===== config.mk =====
export PLATFORM = sky130hd
export DESIGN_NAME = keccak_stream_host
export DESIGN_NICKNAME = d
export VERILOG_FILES = /design/src/rtl/keccak_stream_host.sv
export SDC_FILE = /design/constraint.sdc
export NUM_CORES = 1
export LEC_CHECK = 0
export BUFFER_PORTS_ARGS = -buffer_cell sky130_fd_sc_hd__buf_4
export CORE_UTILIZATION = 57
export DETAILED_ROUTE_END_ITERATION = 8
export HOLD_SLACK_MARGIN = 0.12
export PLACE_DENSITY = 0.81
export SETUP_SLACK_MARGIN = 0.15
export SLEW_MARGIN = 5
export SYNTH_ARGS = -nofsm -noshare
export SYNTH_HDL_FRONTEND = slang
export SYNTH_SLANG_ARGS = --single-unit

===== constraint.sdc =====
create_clock -name i_clk -period 5.3 [get_ports i_clk]
set_input_delay 1.325 -clock i_clk [delete_from_list [all_inputs] [get_ports i_clk]]
set_output_delay 1.325 -clock i_clk [all_outputs]
set_load 0.005 [all_outputs]

===== src/rtl/keccak_stream_host.sv =====
// keccak_stream_host
//   Host-side driver for the Keccak sponge core. Fetches a message from a
//   word-addressed source memory, streams it into the core's input-bytes
//   handshake, then writes the squeezed output words to a destination memory
//   and reports completion.
//
//   Optional feature macro: KECCAK_HOST_TIMEOUT_EN
//     defined   : a no-progress watchdog aborts the transaction after
//                 TIMEOUT_CYC stalled cycles (o_error, no o_done).
//     undefined : the block waits indefinitely.
//
// Ports
//   i_clk, i_rst                  clock, synchronous active-high reset
//   i_start, i_mode, i_msg_len,   command strobe and transaction parameters
//   i_out_len
//   o_mem_rd/o_mem_addr/i_mem_rdata   source read port (1-cycle read latency)
//   o_dout_we/o_dout_addr/o_dout_data destination write port (registered)
//   o_busy, o_done, o_error       status
//   o_k_mode/o_k_ibytes_len/o_k_obytes_len   core configuration
//   o_k_ibytes/_valid, i_k_ibytes_ready      core input handshake
//   i_k_obytes/_valid, i_k_obytes_done       core output stream
module keccak_stream_host #(
    parameter int TIMEOUT_CYC = 1024
) (
    input  logic        i_clk,
    input  logic        i_rst,
    input  logic        i_start,
    input  logic [1:0]  i_mode,
    input  logic [10:0] i_msg_len,
    input  logic [9:0]  i_out_len,
    output logic        o_mem_rd,
    output logic [7:0]  o_mem_addr,
    input  logic [63:0] i_mem_rdata,
    output logic        o_dout_we,
    output logic [6:0]  o_dout_addr,
    output logic [63:0] o_dout_data,
    output logic        o_busy,
    output logic        o_done,
    output logic        o_error,
    output logic [1:0]  o_k_mode,
    output logic [10:0] o_k_ibytes_len,
    output logic [9:0]  o_k_obytes_len,
    output logic [63:0] o_k_ibytes,
    output logic        o_k_ibytes_valid,
    input  logic        i_k_ibytes_ready,
    input  logic [63:0] i_k_obytes,
    input  logic        i_k_obytes_valid,
    input  logic        i_k_obytes_done
);
    typedef enum logic [1:0] {S_IDLE, S_CFG, S_FEED, S_DRAIN} state_t;

    state_t      r_state;
    logic        r_busy, r_done, r_error;
    logic [1:0]  r_k_mode;
    logic [10:0] r_k_ilen;
    logic [9:0]  r_k_olen;
    logic        r_empty;        // zero-length message
    logic [8:0]  r_n_xfer;       // input transfers required (>= 1)
    logic [8:0]  r_fetched;      // reads issued, also the next read address
    logic [8:0]  r_xfer;         // input transfers completed
    logic [63:0] r_fifo [2];
    logic        r_rptr, r_wptr;
    logic [1:0]  r_cnt;          // words held in the FIFO
    logic        r_pend;         // read issued last cycle; data on i_mem_rdata now
    logic        r_dout_we;
    logic [6:0]  r_dout_addr, r_wr_ptr;
    logic [63:0] r_dout_data;

    logic        w_feed, w_rd, w_valid, w_xfer, w_push, w_pop, w_last, w_out_wr;
    logic        w_bad, w_timeout;
    logic [11:0] w_len_rnd;
    logic [8:0]  w_n_in;
    logic [9:0]  w_olen;
    logic [2:0]  w_rem;
    logic [63:0] w_raw, w_mask, w_head;

    assign w_len_rnd = {1'b0, i_msg_len} + 12'd7;
    assign w_n_in    = w_len_rnd[11:3];
    assign w_olen    = (i_mode == 2'b10) ? 10'd32 :
                       (i_mode == 2'b11) ? 10'd64 : i_out_len;
    assign w_bad     = !i_mode[1] && (i_out_len == 10'd0);

    assign w_feed   = (r_state == S_FEED);
    // In-flight reads count against FIFO space so a stalled consumer never
    // overflows the two entries.
    assign w_rd     = w_feed && !r_empty && (r_fetched < r_n_xfer) &&
                      ((r_cnt + {1'b0, r_pend}) < 2'd2);
    // Fall-through: returning read data is presented the cycle it arrives
    // when the FIFO is empty, giving 1 word/cycle with one read in flight.
    assign w_valid  = w_feed && (r_empty || (r_cnt != 2'd0) || r_pend);
    assign w_raw    = (r_cnt != 2'd0) ? r_fifo[r_rptr] : i_mem_rdata;
    assign w_last   = (r_xfer == r_n_xfer - 9'd1);
    assign w_rem    = r_k_ilen[2:0];
    // Byte 0 sits in [63:56]; keep the leading w_rem bytes of the last word.
    assign w_mask   = (w_last && (w_rem != 3'd0)) ?
                      ~(64'hFFFF_FFFF_FFFF_FFFF >> {w_rem, 3'b000}) : '1;
    assign w_head   = r_empty ? '0 : (w_raw & w_mask);
    assign w_xfer   = w_valid && i_k_ibytes_ready;
    assign w_push   = r_pend && !((r_cnt == 2'd0) && w_xfer);
    assign w_pop    = w_xfer && (r_cnt != 2'd0);
    assign w_out_wr = (w_feed || (r_state == S_DRAIN)) && i_k_obytes_valid;

`ifdef KECCAK_HOST_TIMEOUT_EN
    logic [15:0] r_idle;
    logic        w_active, w_prog;

    assign w_active  = w_feed || (r_state == S_DRAIN);
    assign w_prog    = w_feed ? w_xfer : i_k_obytes_valid;
    assign w_timeout = w_active && !w_prog && (r_idle == 16'(TIMEOUT_CYC - 1));

    always_ff @(posedge i_clk) begin
        if (i_rst || !w_active || w_prog || w_timeout) r_idle <= '0;
        else                                           r_idle <= r_idle + 16'd1;
    end
`else
    assign w_timeout = 1'b0;
`endif

    always_ff @(posedge i_clk) begin
        if (i_rst) begin
            r_state     <= S_IDLE;
            r_busy      <= 1'b0;
            r_done      <= 1'b0;
            r_error     <= 1'b0;
            r_k_mode    <= '0;
            r_k_ilen    <= '0;
            r_k_olen    <= '0;
            r_empty     <= 1'b0;
            r_n_xfer    <= '0;
            r_fetched   <= '0;
            r_xfer      <= '0;
            r_fifo[0]   <= '0;
            r_fifo[1]   <= '0;
            r_rptr      <= 1'b0;
            r_wptr      <= 1'b0;
            r_cnt       <= '0;
            r_pend      <= 1'b0;
            r_dout_we   <= 1'b0;
            r_dout_addr <= '0;
            r_wr_ptr    <= '0;
            r_dout_data <= '0;
        end else begin
            r_done    <= 1'b0;
            r_error   <= 1'b0;
            r_dout_we <= 1'b0;
            if (w_out_wr) begin
                r_dout_we   <= 1'b1;
                r_dout_data <= i_k_obytes;
                r_dout_addr <= r_wr_ptr;
                r_wr_ptr    <= r_wr_ptr + 7'd1;
            end
            case (r_state)
                S_IDLE: begin
                    // busy lingers one cycle after done/error, then drops
                    r_busy <= 1'b0;
                    if (i_start && !r_busy) begin
                        r_busy <= 1'b1;
                        if (w_bad) begin
                            r_error <= 1'b1;
                        end else begin
                            r_k_mode <= i_mode;
                            r_k_ilen <= i_msg_len;
                            r_k_olen <= w_olen;
                            r_empty  <= (i_msg_len == 11'd0);
                            r_n_xfer <= (i_msg_len == 11'd0) ? 9'd1 : w_n_in;
                            r_state  <= S_CFG;
                        end
                    end
                end
                S_CFG: begin
                    r_fetched <= '0;
                    r_xfer    <= '0;
                    r_cnt     <= '0;
                    r_rptr    <= 1'b0;
                    r_wptr    <= 1'b0;
                    r_pend    <= 1'b0;
                    r_wr_ptr  <= '0;
                    r_state   <= S_FEED;
                end
                S_FEED: begin
                    r_pend <= w_rd;
                    if (w_rd) r_fetched <= r_fetched + 9'd1;
                    if (w_push) begin
                        r_fifo[r_wptr] <= i_mem_rdata;
                        r_wptr         <= ~r_wptr;
                    end
                    if (w_pop) r_rptr <= ~r_rptr;
                    r_cnt <= r_cnt + 2'(w_push) - 2'(w_pop);
                    if (w_xfer) begin
                        r_xfer <= r_xfer + 9'd1;
                        if (w_last) r_state <= S_DRAIN;
                    end
                end
                S_DRAIN: begin
                    if (i_k_obytes_done) begin
                        r_done  <= 1'b1;
                        r_state <= S_IDLE;
                    end
                end
                default: r_state <= S_IDLE;
            endcase
            if (w_timeout) begin
                r_error <= 1'b1;
                r_state <= S_IDLE;
                r_cnt   <= '0;
                r_pend  <= 1'b0;
                r_rptr  <= 1'b0;
                r_wptr  <= 1'b0;
            end
        end
    end

    assign o_mem_rd         = w_rd;
    assign o_mem_addr       = r_fetched[7:0];
    assign o_k_ibytes_valid = w_valid;
    assign o_k_ibytes       = w_valid ? w_head : '0;
    assign o_dout_we        = r_dout_we;
    assign o_dout_addr      = r_dout_addr;
    assign o_dout_data      = r_dout_data;
    assign o_busy           = r_busy;
    assign o_done           = r_done;
    assign o_error          = r_error;
    assign o_k_mode         = r_k_mode;
    assign o_k_ibytes_len   = r_k_ilen;
    assign o_k_obytes_len   = r_k_olen;
endmodule


; ---- Word-level counts from Yosys, hierarchy flattened
; Memories as Yosys holds them, arrays and structs flattened. A register that Yosys moved wholly into a read port is not among the register bits.
; Cells that the tools add are included.
[word_totals]
output_inout_bits = 172
register_bits = 140
ramBits = 128
memories = 1
[op_classes]
n_mux = 38
shift = 1
eq_ne = 14
addsub = 8
bitwise = 8
n_lt_le_gt_ge = 2
reduce_logical = 36
[mem_list]
columns = memory, words, word_bits, rd, rd_clocked_by_memory_dff, wr, line
row1 = r_fifo, 2, 64, 1, 1, 2, 61  ; logic [63:0] r_fifo [2];
[ops]
columns = cell, n
row1 = 64-bit two-way mux, 5
row2 = 64-bit AND, 1
row3 = 64-bit inverter, 1
row4 = 64-bit OR reduction, 1
row5 = "64-bit by 6-bit right shift with 64-bit output, first input constant", 1
row6 = 9-bit one-hot mux with 2 select lines, 2
row7 = 9-bit two-way mux, 3
row8 = 10-bit two-way mux, 2
row9 = "9-bit by 1-bit adder with 9-bit output, second input constant", 2
row10 = 1-bit two-way mux, 16
row11 = "11-bit by 3-bit adder with 12-bit output, second input constant", 1
row12 = 1-bit logical AND, 12
row13 = 11-bit zero test, 1
row14 = 10-bit zero test, 1
row15 = 2-bit two-way mux, 5
row16 = 9-bit equality test, 1
row17 = 9-bit less-than comparator, 1
row18 = "9-bit by 1-bit subtractor with 9-bit output, second input constant", 1
row19 = "2-bit equality test, second input constant", 4
row20 = "2-bit by 1-bit inequality test with 1-bit output, second input constant", 4
row21 = "2-bit inequality test, second input constant", 4
row22 = 2-bit one-hot mux with 4 select lines, 1
row23 = 2-bit AND reduction, 4
row24 = "7-bit by 1-bit adder with 7-bit output, second input constant", 1
row25 = other kinds (16), 32

; ---- Longest topological paths before layout
[depth]
ltp_word = 14
ltp_mapped = 15
depth_no_buf = 14

; ---- Least setup slack after synthesis
; No wires, ideal clock.
[synth_path]
path_kind = input port to flip-flop
from = input i_rst
to = memory r_fifo[0][0] (enable)
setup_slack_ps = 1400
path_buffers = 2
stages = 3
setup_time_ps = 432
arrival_time_ps = 3468
cell_sequence = clkbuf_1 clkbuf_1 nand2b_1
[synth_lines]
columns = element, line
row1 = "start, declared", 26  ; input logic i_rst,
row2 = "end, declared", 61

; ---- Final worst setup path
[layout_path]
from = register r_n_xfer[0]
to = output o_k_ibytes[3]
[layout_between]
elab_chain_len = 7
[layout_rtl]
columns = element, line
row1 = "start, declared", 58  ; logic [8:0] r_n_xfer;
row2 = "start signal, assigned", 165  ; r_n_xfer <= (i_msg_len == 11'd0) ? 9'd1 : w_n_in;
row3 = 9-bit by 1-bit subtractor with 9-bit output, 92  ; assign w_last = (r_xfer == r_n_xfer - 9'd1);
row4 = 9-bit equality test, 92
row5 = 1-bit logical AND, 95  ; assign w_mask = (w_last && (w_rem != 3'd0)) ?
row6 = 64-bit two-way mux, 95
row7 = 64-bit AND, 97  ; assign w_head = r_empty ? '0 : (w_raw & w_mask);
row8 = 64-bit two-way mux, 97
row9 = 64-bit two-way mux, 216  ; assign o_k_ibytes = w_valid ? w_head : '0;
row10 = "end, declared", 43  ; output logic [63:0] o_k_ibytes,
; Every way passes these cells.

==> summary.md <==
| Metric | Value |
|---|---|
| Final core utilization | 75.0% |
| Clock Sinks | 269 |
| Sequential element share of the synthesized area | a little over half |
| MaxCap Viol Count | 0 |
| Average wire length per cell after detail routing | 17.7 um |
| Total global routing overflow | 0 |
| Slew Viols, Final | 0 |
| Number of global-route vias before repair | 9,512 |
| Number of enable flip-flop cells after synthesis | 128 |
| Final standard cell area without fillers | 15,900 um^2 |
| Critical path type | register to output pin |
| Half-perimeter wire length after placement | 22.5 mm |
| Start point of the worst min-delay path | o_dout_data[39] |
| Root buffer cell | sky130_fd_sc_hd__clkbuf_16 |
| Worst stage delay on the critical path | between 500 and 600 ps |
| Mapped Nets | 1,440 |
| Worst-path fanout max | 8 |
| Number of endpoints with negative hold slack in the final report | 0 |
| Warning count from the yosys run | 0 |
| Number of buffers created by CTS | 27 |
| Starting density of the core | 58.6% |
| Antenna violations before repair | 0 |
| Avg Vias per Cell | 5.48 |
| Endpoint kind of the worst setup timing path | output pin |
| Floorplan Core Area | roughly 21,000 um^2 |
| RSZ-0062 raised after global routing | no |
| CTS tree | done |
| Sequential cell area | approximately 6700 um^2 |
| Worst relative slew slack | about a fifth |
| Combined buffer and inverter count along the critical path | 1 |
| Die Span X | 150 um |
| Maximum clock insertion buffer count | 3 |
| Sum of negative setup slack | 0 ps |
| Wire length of the first global-routing pass | 49.1 mm |
| Main flop type after synthesis | sky130_fd_sc_hd__dfxtp_1 |
| Critical Path RT | 3970 ps |
| Number of hold buffers added after cts | 0 |
| Kind of cell with the highest combined delay on the critical path | simple AND/OR/NAND/NOR gates |
| Final setup skew | 11.7 ps |
| Sequence of cells on the critical path | or4_1, or3_1, a2111oi_4, o2111ai_4, or2_4, nand2_1, a211oi_1, buf_4 |
| Routed wire length | approximately 33 mm |
| Area of the die | 22,400 um^2 |
| Total placed instance area | 15,000 um^2 |
| Lkg Pwr | 6.29 nW |
| Maximum clock frequency | roughly 200 MHz |
| Setup violation total in the final timing report | 0 |
| Filler cell count in the final layout | around 1,500 |
| Area of the mapped netlist | 12,400 um^2 |
| Number of placement rows | 53 |
| Die boundary height | 150 um |
| Min-Delay Path Depth | 2 |
| Reg clk slew, reported paths | 60 ps |
| Share of synthesized registers carrying an async set or reset | 0% |
| Number of port buffers | 328 |
| Overall fraction of global-route tracks in use | 28.1% |
| Synth-to-layout area growth | 27.9% |
| Pwr Density | 335 nW/um^2 |
| Status | complete, no violations |
| CP arrival | ~3600 ps |
| Setup bufs post-CTS | 0 |
| Layout cell share with drive strength beyond 1 | 26.0% |
| DRC Markers | 0 |
| Resized cells post-CTS | 0 |
| Number of cells on the worst reg-to-reg path | 14 |
| Launching instance or port of the critical path | r_n_xfer[0] |
| Synthesized area per cell | 9.81 um^2 |
| Detailed-route via count | 10,078 |
| Distinct cells, synth | 55 |
| Multi-input logic area | 5340 um^2 |
| Number of instances in the synthesized netlist | 1,264 |
| Drt initial violations | 654 |
| First-pass iteration count of the detailed router | 7 |
| H-tree lvl count | 1 |
| Number of top-level pins | 329 |
| Net total in the final layout | 1,721 |
| Sort of element at the start of the critical path | register |
| Pin slew with the least headroom to its limit | 1200 ps |
| Later-pin clock latency in the skew report | 520 ps |
| Final min period | 4900 ps |
| Final estimated routing congestion in global placement | 0.844 |
| Final cycle utilization of the critical path | 92.4% |
| Count of antenna-violating nets left after detailed routing | 0 |
| Antenna fix cells | 0 |
| Worst min path class | register to register |
| Crit-path slowest cell | sky130_fd_sc_hd__or4_1 |
| Synthesis-stage register bit count | 269 |
| Largest net degree at the start of global routing | 101 |
| Critical path depth in cells | 8 |
| Maximum VDD drop | between 0.2 and 0.3 mV |
| Reg-to-reg startpoint | r_cnt[1] |
-- placed cells by master, fill, tap and decap left out, drive strengths merged, types with 3 or more instances in the layout --
cell / synthesis / layout
inv: 19 / 19
buf: 11 / 339
clkbuf: 76 / 42
nand2b: 8 / 8
o21ai: 14 / 14
nor2b: 4 / 4
nor3: 11 / 11
nand3: 9 / 9
xor2: 17 / 17
dfxtp: 141 / 141
or2: 7 / 7
xnor2: 15 / 15
or3: 8 / 8
and2: 132 / 132
a31o: 3 / 3
a211oi: 77 / 77
nand3b: 10 / 10
nand2: 216 / 216
o31ai: 3 / 3
clkinv: 0 / 6
nand4: 8 / 8
ha: 19 / 19
nor2: 108 / 108
and3: 5 / 5
a21oi: 112 / 112
or4: 4 / 4
nor4: 3 / 3
edfxtp: 128 / 128
mux2i: 69 / 69
o2111ai: 3 / 3
-- sequential cells by signal, indices dropped and copies added, names as in the netlist, 7 cells and up, named ones only --
name / flops
r_fetched: 9
r_fifo: 128
o_k_obytes_len: 10
o_dout_data: 64
r_xfer: 9
r_wr_ptr: 7
r_n_xfer: 9
o_k_ibytes_len: 11
o_dout_addr: 7
-- Yosys cell counts (9+ instances only) --
cell                       count  share of area, %
sky130_fd_sc_hd__xor2_1       17               1.2
sky130_fd_sc_hd__a21oi_1     112               4.5
sky130_fd_sc_hd__edfxtp_1    128                31
sky130_fd_sc_hd__and2_1      131               6.6
sky130_fd_sc_hd__dfxtp_1     141                23
sky130_fd_sc_hd__o21ai_0       9              0.36
sky130_fd_sc_hd__nor2_1      108               3.3
sky130_fd_sc_hd__a211oi_1     77               4.7
sky130_fd_sc_hd__nand3_1       9              0.36
sky130_fd_sc_hd__xnor2_1      15               1.1
sky130_fd_sc_hd__nor3_1       11              0.44
sky130_fd_sc_hd__nand3b_1     10              0.61
sky130_fd_sc_hd__nand2_1     216               6.5
sky130_fd_sc_hd__ha_1         19               1.9
sky130_fd_sc_hd__inv_1        19              0.58
sky130_fd_sc_hd__clkbuf_1     76               2.3
sky130_fd_sc_hd__mux2i_1      69               5.6
-- metrics by stage --
| stage | std cells | setup WS [ps] | total power [mW] | hold slack (ps) |
|---|---|---|---|---|
| global placement | 1791 | 989 | 3.45 | 440 |
| floorplan | 1264 | 1400 | 3.04 | 444 |
| global route | 1840 | 262 | 5.53 | 470 |
| detailed placement | 1791 | 948 | 3.47 | 447 |
| finish | 1840 | 401 | 5.32 | 452 |
| CTS | 1840 | 387 | 5.34 | 455 |
-- area by class of cell --
cell class | instances | area share [%]
Tap cell | 275 | 2.17
Multi-Input combinational cell | 889 | 33.7
Timing Repair Buffer | 339 | 16.1
Sequential cell | 269 | 42.0
Inverter | 19 | 0.449
Clock buffer | 42 | 5.19
Clock inverter | 7 | 0.379
-- path summary, 6_finish.rpt --
kind / endpoint / slack [ps]
worst max-delay path: o_k_ibytes[3] / 400
worst min register to register: o_dout_data[39] / 450
worst max register to register: r_cnt[1] / 1820
worst min-delay path: o_dout_data[39] / 450
-- cell families after synthesis --
group           share of synthesized area (%)
xor+xnor                                 2.26
flops                                    53.7
compound gates                           12.3
simple gates                             20.7
mux                                      5.66
buf+inv                                  3.46
fa+ha+maj                                1.92
-- routing by layer --
metal | GRT usage [%] | vias up | routed length, um
met1 | 34.8 | 4706 | 13100
met4 | 10.6 | 0 | 1030
met3 | 5.85 | 60 | 2540
li1 | - | 4940 | -
met2 | 47.8 | 372 | 15900
met5 | 0 | - | 0
-- power breakdown --
group	internal (mW)	switching [mW]	leakage [nW]
combinational	0.424	0.582	3.38
sequential	2.32	0.108	2.46
clock	1.11	0.774	0.441
-- tightest hold or removal path: cells and delay by family, from the launching register on --
kind | cells | cell delay [ps]
compound gates | 1 | 50
flops | 1 | 310
simple gates | 1 | 50
Power figures use the tool's default switching activity.
